`src/rtl/uart_tx_arbiter.sv`:
```
// Round-robin arbiter sharing one uart_tx among NREQ byte producers; frames are timed locally.
// Optional idle gap after each frame is enabled by defining UART_ARB_GAP_EN.
module uart_tx_arbiter #(
    parameter int unsigned NREQ         = 4,
    parameter int unsigned CLKS_PER_BIT = 5208,
    parameter int unsigned FRAME_BITS   = 11,
    parameter int unsigned GAP_BITS     = 2
) (
    input  logic                      clk,
    input  logic                      rst,
    input  logic [NREQ-1:0]           req_valid,
    input  logic [8*NREQ-1:0]         req_data,
    output logic [NREQ-1:0]           req_ready,
    output logic [7:0]                tx_data,
    output logic                      tx_send,
    output logic [$clog2(NREQ)-1:0]   grant_id,
    output logic                      busy
);

    localparam int unsigned IDW       = $clog2(NREQ);
    localparam int unsigned FRAME_CYC = FRAME_BITS * CLKS_PER_BIT;
    localparam int unsigned GAP_CYC   = GAP_BITS * CLKS_PER_BIT;
    localparam int unsigned CNTW      = $clog2(FRAME_CYC + GAP_CYC);

    typedef enum logic [1:0] {
        StIdle,
        StSend,
        StWait
`ifdef UART_ARB_GAP_EN
        , StGap
`endif
    } state_e;

    state_e          state_q;
    logic [CNTW-1:0] cnt_q;
    logic [IDW-1:0]  ptr_q;

    logic [IDW-1:0]  win;
    logic [IDW-1:0]  cand;
    logic            any_valid;

    // First valid requester after the pointer, wrapping modulo NREQ.
    always_comb begin
        win       = ptr_q;
        cand      = ptr_q;
        any_valid = 1'b0;
        for (int k = 1; k <= int'(NREQ); k++) begin
            cand = IDW'((int'(ptr_q) + k) % int'(NREQ));
            if (!any_valid && req_valid[cand]) begin
                win       = cand;
                any_valid = 1'b1;
            end
        end
    end

    always_ff @(posedge clk) begin
        if (rst) begin
            state_q   <= StIdle;
            cnt_q     <= '0;
            ptr_q     <= IDW'(NREQ - 1);
            req_ready <= '0;
            tx_data   <= '0;
            tx_send   <= 1'b0;
            grant_id  <= IDW'(NREQ - 1);
            busy      <= 1'b0;
        end else begin
            case (state_q)
                StIdle: begin
                    if (any_valid) begin
                        // Only the winner's byte is selected, so junk on other lanes never leaks.
                        tx_data   <= req_data[8*win +: 8];
                        grant_id  <= win;
                        ptr_q     <= win;
                        req_ready <= NREQ'(1) << win;
                        tx_send   <= 1'b1;
                        busy      <= 1'b1;
                        state_q   <= StSend;
                    end
                end
                StSend: begin
                    req_ready <= '0;
                    tx_send   <= 1'b0;
                    cnt_q     <= CNTW'(FRAME_CYC - 1);
                    state_q   <= StWait;
                end
                StWait: begin
                    if (cnt_q == '0) begin
`ifdef UART_ARB_GAP_EN
                        cnt_q   <= CNTW'(GAP_CYC - 1);
                        state_q <= StGap;
`else
                        busy    <= 1'b0;
                        state_q <= StIdle;
`endif
                    end else begin
                        cnt_q <= cnt_q - CNTW'(1);
                    end
                end
`ifdef UART_ARB_GAP_EN
                StGap: begin
                    if (cnt_q == '0) begin
                        busy    <= 1'b0;
                        state_q <= StIdle;
                    end else begin
                        cnt_q <= cnt_q - CNTW'(1);
                    end
                end
`endif
                default: state_q <= StIdle;
            endcase
        end
    end

endmodule

```
`config.mk`:
```
export PLATFORM = sky130hd
export DESIGN_NAME = uart_tx_arbiter
export DESIGN_NICKNAME = d
export VERILOG_FILES = /design/src/rtl/uart_tx_arbiter.sv
export SDC_FILE = /design/constraint.sdc
export NUM_CORES = 1
export LEC_CHECK = 0
export CAP_MARGIN = 15
export CORE_ASPECT_RATIO = 0.8
export CORE_MARGIN = 10
export CORE_UTILIZATION = 30
export DETAILED_ROUTE_END_ITERATION = 10
export GPL_ROUTABILITY_DRIVEN = 0
export GPL_TIMING_DRIVEN = 0
export PLACE_DENSITY = 0.66
export REMOVE_ABC_BUFFERS = 1
export SLEW_MARGIN = 0
export SYNTH_ARGS = -nofsm -noshare
export SYNTH_HDL_FRONTEND = slang
export SYNTH_SLANG_ARGS = --single-unit
```
`constraint.sdc`:
```
create_clock -name clk -period 7.1 [get_ports clk]
set_input_delay 0.71 -clock clk [delete_from_list [all_inputs] [get_ports clk]]
set_output_delay 0.71 -clock clk [all_outputs]
set_load 0.01 [all_outputs]
```
Word level (Yosys, flattened, before mapping)
Index checks and enable logic that the tools add are counted.

Register bits: 35. Input bits: 38. Output and inout port bits: 16.

Add/sub/neg operators: 5. $lt $le $gt $ge: 4. Eq/ne operators: 5. Shifts and indexed selects: 2. Multiplexer cells: 27. Reduce and logical (&&, ||, !) cells: 16.

Operators with widths (number): $pmux W17 S2 (1); $shiftx A32 B6 Y8 (1); $logic_not A17 Y1 (1); $mux W17 (1); $sub A17 B1 Y17 const B (1); $lt A2 B3 Y1 const B (4); $mux W2 (6); $mux W1 (10); $bmux W1 S2 (4); $pmux W4 S2 (1); $reduce_and A2 Y1 (4); $ne A2 B2 Y1 const B (3); $pmux W2 S3 (1); $reduce_bool A2 Y1 (3); $add A2 B1 Y2 const B (2); $add A2 B2 Y2 const B (2); $mux W4 (1); $pmux W1 S2 (2); $shl A1 B2 Y4 const A (1); $logic_and A1 B1 Y1 (3); $logic_not A1 Y1 (3); $reduce_and A3 Y1 (1); $eq A2 B1 Y1 const B (1); $eq A2 B2 Y1 const B (1); $logic_not A2 Y1 (1).

Logic depth before layout (Yosys ltp)
Depth after elaboration: 16. Depth in mapped cells: 7.

Worst setup path after synthesis
No wires, ideal clock.

Path kind: flip-flop to flip-flop. Start point: register cnt_q[6]. End point: register cnt_q[8]. Arrival: 2.109 ns. Data required time: 6.972 ns. Path slack: 4.863 ns. Cell stages (with the launch flop): 8. Path buffers: 2. Period minus slack after synthesis: 2.237 ns. Cell sequence: dfxtp_1 > or4_1 > buf_2 > or4_4 > buf_6 > or2_4 > a211oi_1 > a211oi_1.

Longest elaborated chain between the ends: 3.

RTL lines: start, declared (RTL line 35) `logic [CNTW-1:0] cnt_q;`; start signal, assigned (RTL line 83) `cnt_q <= CNTW'(FRAME_CYC - 1);`; start signal, assigned (RTL line 96) `cnt_q <= cnt_q - CNTW'(1);`; $sub A17 B1 Y17 or $logic_not A17 Y1 (tied branches) (RTL line 96, 87); $mux W17 or $ne A2 B2 Y1 (tied branches); $pmux W17 S2 or $reduce_and A2 Y1 (tied branches).

Parallel ways exist; a longest one is shown, timed or not. The select of a mux whose other input is x is not followed. A chain may end at the register's enable or synchronous reset.

Worst setup path in the final report
Start point: input port req_valid[3]. End point: register tx_data[3].

Longest elaborated chain between the ends: 13.

RTL lines: start, declared (RTL line 11) `input logic [NREQ-1:0] req_valid,`; $bmux W1 S2 (RTL line 49) `if (!any_valid && req_valid[cand]) begin`; $mux W1 (not written as such) (RTL line 49); $mux W1 (RTL line 49); $logic_not A1 Y1 (RTL line 49); $logic_and A1 B1 Y1 (RTL line 49); $mux W1 (RTL line 49); $logic_not A1 Y1 (RTL line 49); $logic_and A1 B1 Y1 (RTL line 49); $mux W1 (RTL line 49); $logic_not A1 Y1 (RTL line 49); $logic_and A1 B1 Y1 (RTL line 49); $mux W2 or $mux W1 (tied branches) (RTL line 49); $shiftx A32 B6 Y8 or $reduce_and A2 Y1 (tied branches); end signal, assigned (RTL line 71) `tx_data <= req_data[8*win +: 8];`; end, declared (RTL line 14) `output logic [7:0] tx_data,`.

Parallel ways exist; a longest one is shown, timed or not. The select of a mux whose other input is x is not followed.

==> results.json <==
{
  "setup_viol": 0,
  "finalCriticalPeriod_ns": 2.69,
  "numCtsBuffers": 5,
  "grt_usage_pct": 10.4,
  "core-area_mm2": 0.00604,
  "worst_slew_pin_slew_ns": 0.969,
  "relSlewSlack_pct": 35.0,
  "synth_edf_count": 0,
  "clk-insertion-delay-late_ns": 0.29,
  "dieArea_mm2": 0.00994,
  "drc": 0,
  "crit_chain": "clkdlybuf4s50_1 > nor4_1 > or3_1 > nor2_1 > nand2_1 > o221ai_1",
  "cts_buffer_depth": 2,
  "peakVddDrop_mv": 0.0832,
  "hold_buffers": 0,
  "portBuffers": 53,
  "synth_warnings": 0,
  "finalClockSkew_ns": 0.00632,
  "worstSetupStartpointType": "primary input",
  "crit_path_start": "req_valid[3]",
  "die_w_um": 109,
  "async_flop_share_pct": 0,
  "drv_slew": 0,
  "syn_inst": 222,
  "drive_above_1_share_pct": 7.04,
  "die_height_um": 91.2,
  "drt_iter0_markers": 92,
  "io_pins": 54,
  "outcome": "complete, no violations",
  "tns_ns": 0,
  "ant_nets": 0,
  "wire_per_inst_um": 14.9,
  "dp.cells": 343,
  "rsz0062_at_grt": "no",
  "leakage_nw": 0.979,
  "ctsResizeCount": 0,
  "crit_required_ns": 7.26,
  "grt_overflow": 0,
  "crit_fanout": 15,
  "slowest_delay_ns": 0.50,
  "cts_max_level": 2,
  "cp.depth": 6,
  "grt_pass1_wl_um": 8580,
  "syn_area_mm2": 0.00190,
  "timing.rr.start": "cnt_q[6]",
  "cp-endpoint": "tx_data[3]",
  "grt_max_degree": 24,
  "post_cts_buffers": 0,
  "cts_tree": "yes",
  "syn_area_per_cell_um2": 8.57,
  "clkSinkCount": 35,
  "start_util_pct": 31.5,
  "worst_hold_path_type": "flop to flop",
  "antenna_found_initial": 0,
  "p_per_area_mw_per_mm2": 264,
  "synth_ff_type": "dfxtp_1",
  "timing.fmax_mhz": 372,
  "vias": 1831,
  "post-route-period-util_pct": 37.9,
  "clk_pin_slew_ns": 0.07,
  "dpl.hpwl_um": 3950,
  "path_class": "primary input to flop",
  "diodes": 0,
  "routed_via_density": 5.22,
  "r2r_cells": 5,
  "cpLargestDelayFamily": "simple AND/OR/NAND/NOR gates",
  "seq_area_frac_synth_pct": 36.8,
  "grt_pass1_vias": 1706,
  "drt-total-wl_um": 5240,
  "area_growth_pct": 36.2,
  "drv_cap": 0,
  "dr.pass1.iters": 4,
  "nets": 308,
  "root_buffer": "clkbuf_8",
  "r2r_end": "cnt_q[1]",
  "crit_arrival_ns": 2.85,
  "synth_seq_cells": 35,
  "finalNonFillerCells": 351,
  "rows": 25,
  "rrSetupSlack_ns": 4.78,
  "yosysUniqueCellTypes": 51,
  "crit_buf_inv": 1,
  "hold_viol": 0,
  "crit_slowest_cell": "clkdlybuf4s50_1",
  "endpoint_kind": "flop"
}
-- stage by stage --
stage / hold WS, ns / instance area [um2] / worst slack [ns] / total power, mW / utilization, %
after floorplan: 0.439 / 1820 / 3.85 / 0.404 / -
after global placement: 0.445 / 2460 / 2.66 / 0.497 / 40.7
after detailed placement: 0.446 / 2470 / 4.09 / 0.500 / 41.0
after CTS: 0.456 / 2590 / 4.40 / 0.688 / 42.9
after global routing: 0.487 / 2590 / 4.15 / 0.725 / 42.9
final: 0.449 / 2590 / 4.41 / 0.683 / 42.9
-- area by class of cell --
cell class,instances,area [um2]
Sequential cell,35,701
Inverter,6,22.5
Clock inverter,2,35.0
Clock buffer,6,82.6
Tap cell,81,101
Fill cell,601,3450
Timing Repair Buffer,54,542
Multi-Input combinational cell,167,1110
-- where the power goes --
| group | leakage, nW | switching, mW | internal [mW] |
|---|---|---|---|
| sequential | 0.289 | 0.0339 | 0.229 |
| clock | 0.0612 | 0.0730 | 0.114 |
| combinational | 0.629 | 0.118 | 0.115 |
| total | 0.979 | 0.225 | 0.457 |
-- registers in the layout, summed over array words and instances, names as in the netlist --
signal     flops
tx_data        8
busy           1
state_q        2
cnt_q         17
tx_send        1
req_ready      4
ptr_q          2
-- cells in the final DEF (no fill, tap or decap), types with 2 or more instances in the layout --
cell              n
nand2_1          13
nand3_1          13
clkbuf_8          6
a211oi_1          6
nor4_1            7
clkdlybuf4s50_1  53
inv_1             6
nor3_1           11
a21o_1            2
nor3b_1           2
xor2_1            6
mux2i_1          17
nor2_1           17
dfxtp_1          35
o21ai_0           6
a21oi_1          13
o221ai_1          8
nand2b_1          3
o211ai_1          3
o31a_1            2
o31ai_1           4
or3_1             7
-- layer usage --
layer	vias to the layer above	global-route usage [%]	wire length (um)
li1	928	-	-
met1	858	13.5	2480
met2	41	16.0	2420
met3	4	2.90	291
met4	0	3.29	49
met5	-	0	0
-- synthesized netlist by cell type, drive strengths merged, types with 2 or more instances --
master	n	area, um2
a211oi	6	45.0
a21o	2	15.0
a21oi	14	73.8
a221oi	2	23.8
buf	2	16.3
clkbuf	11	51.3
dfxtp	35	701
inv	6	22.5
mux2i	17	170
nand2	14	55.1
nand2b	3	18.8
nand3	13	65.1
nor2	18	70.1
nor3	12	60.1
nor3b	2	15.0
nor4	7	43.8
o211ai	3	22.5
o21ai	7	35.0
o221ai	8	70.1
o31a	2	17.5
o31ai	4	30.0
or3	8	51.3
or4	3	27.5
xor2	6	52.6
-- kinds of logic after synthesis --
logic type	Yosys count	share of synthesized area, %
AOI/OAI and AO/OA	55	20.8
xor gates and xnor gates	7	3.22
adders and majority gates	1	0.658
buffers and inverters	20	5.26
DFF	35	36.8
muxes	17	8.95
and+or+nand+nor	87	24.3
-- worst min-delay path, cell delays in order, from the launching register on --
cell and delay [ns]:
dfxtp_1 0.31, nand2_1 0.05, a21oi_1 0.05
-- worst min-delay path by stage --
stage	startpoint	end	slack, ns	depth (start not counted)
2_1_floorplan	cnt_q[16]	cnt_q[16]	0.44	2
5_1_grt	req_ready[1]	req_ready[1]	0.49	2
4_1_cts	req_ready[1]	req_ready[1]	0.46	2
3_3_place_gp	req_ready[1]	req_ready[1]	0.44	2
3_5_place_dp	req_ready[1]	req_ready[1]	0.45	2
6_report	req_ready[1]	req_ready[1]	0.45	2
Note: power is estimated with default switching activity, not from simulation.
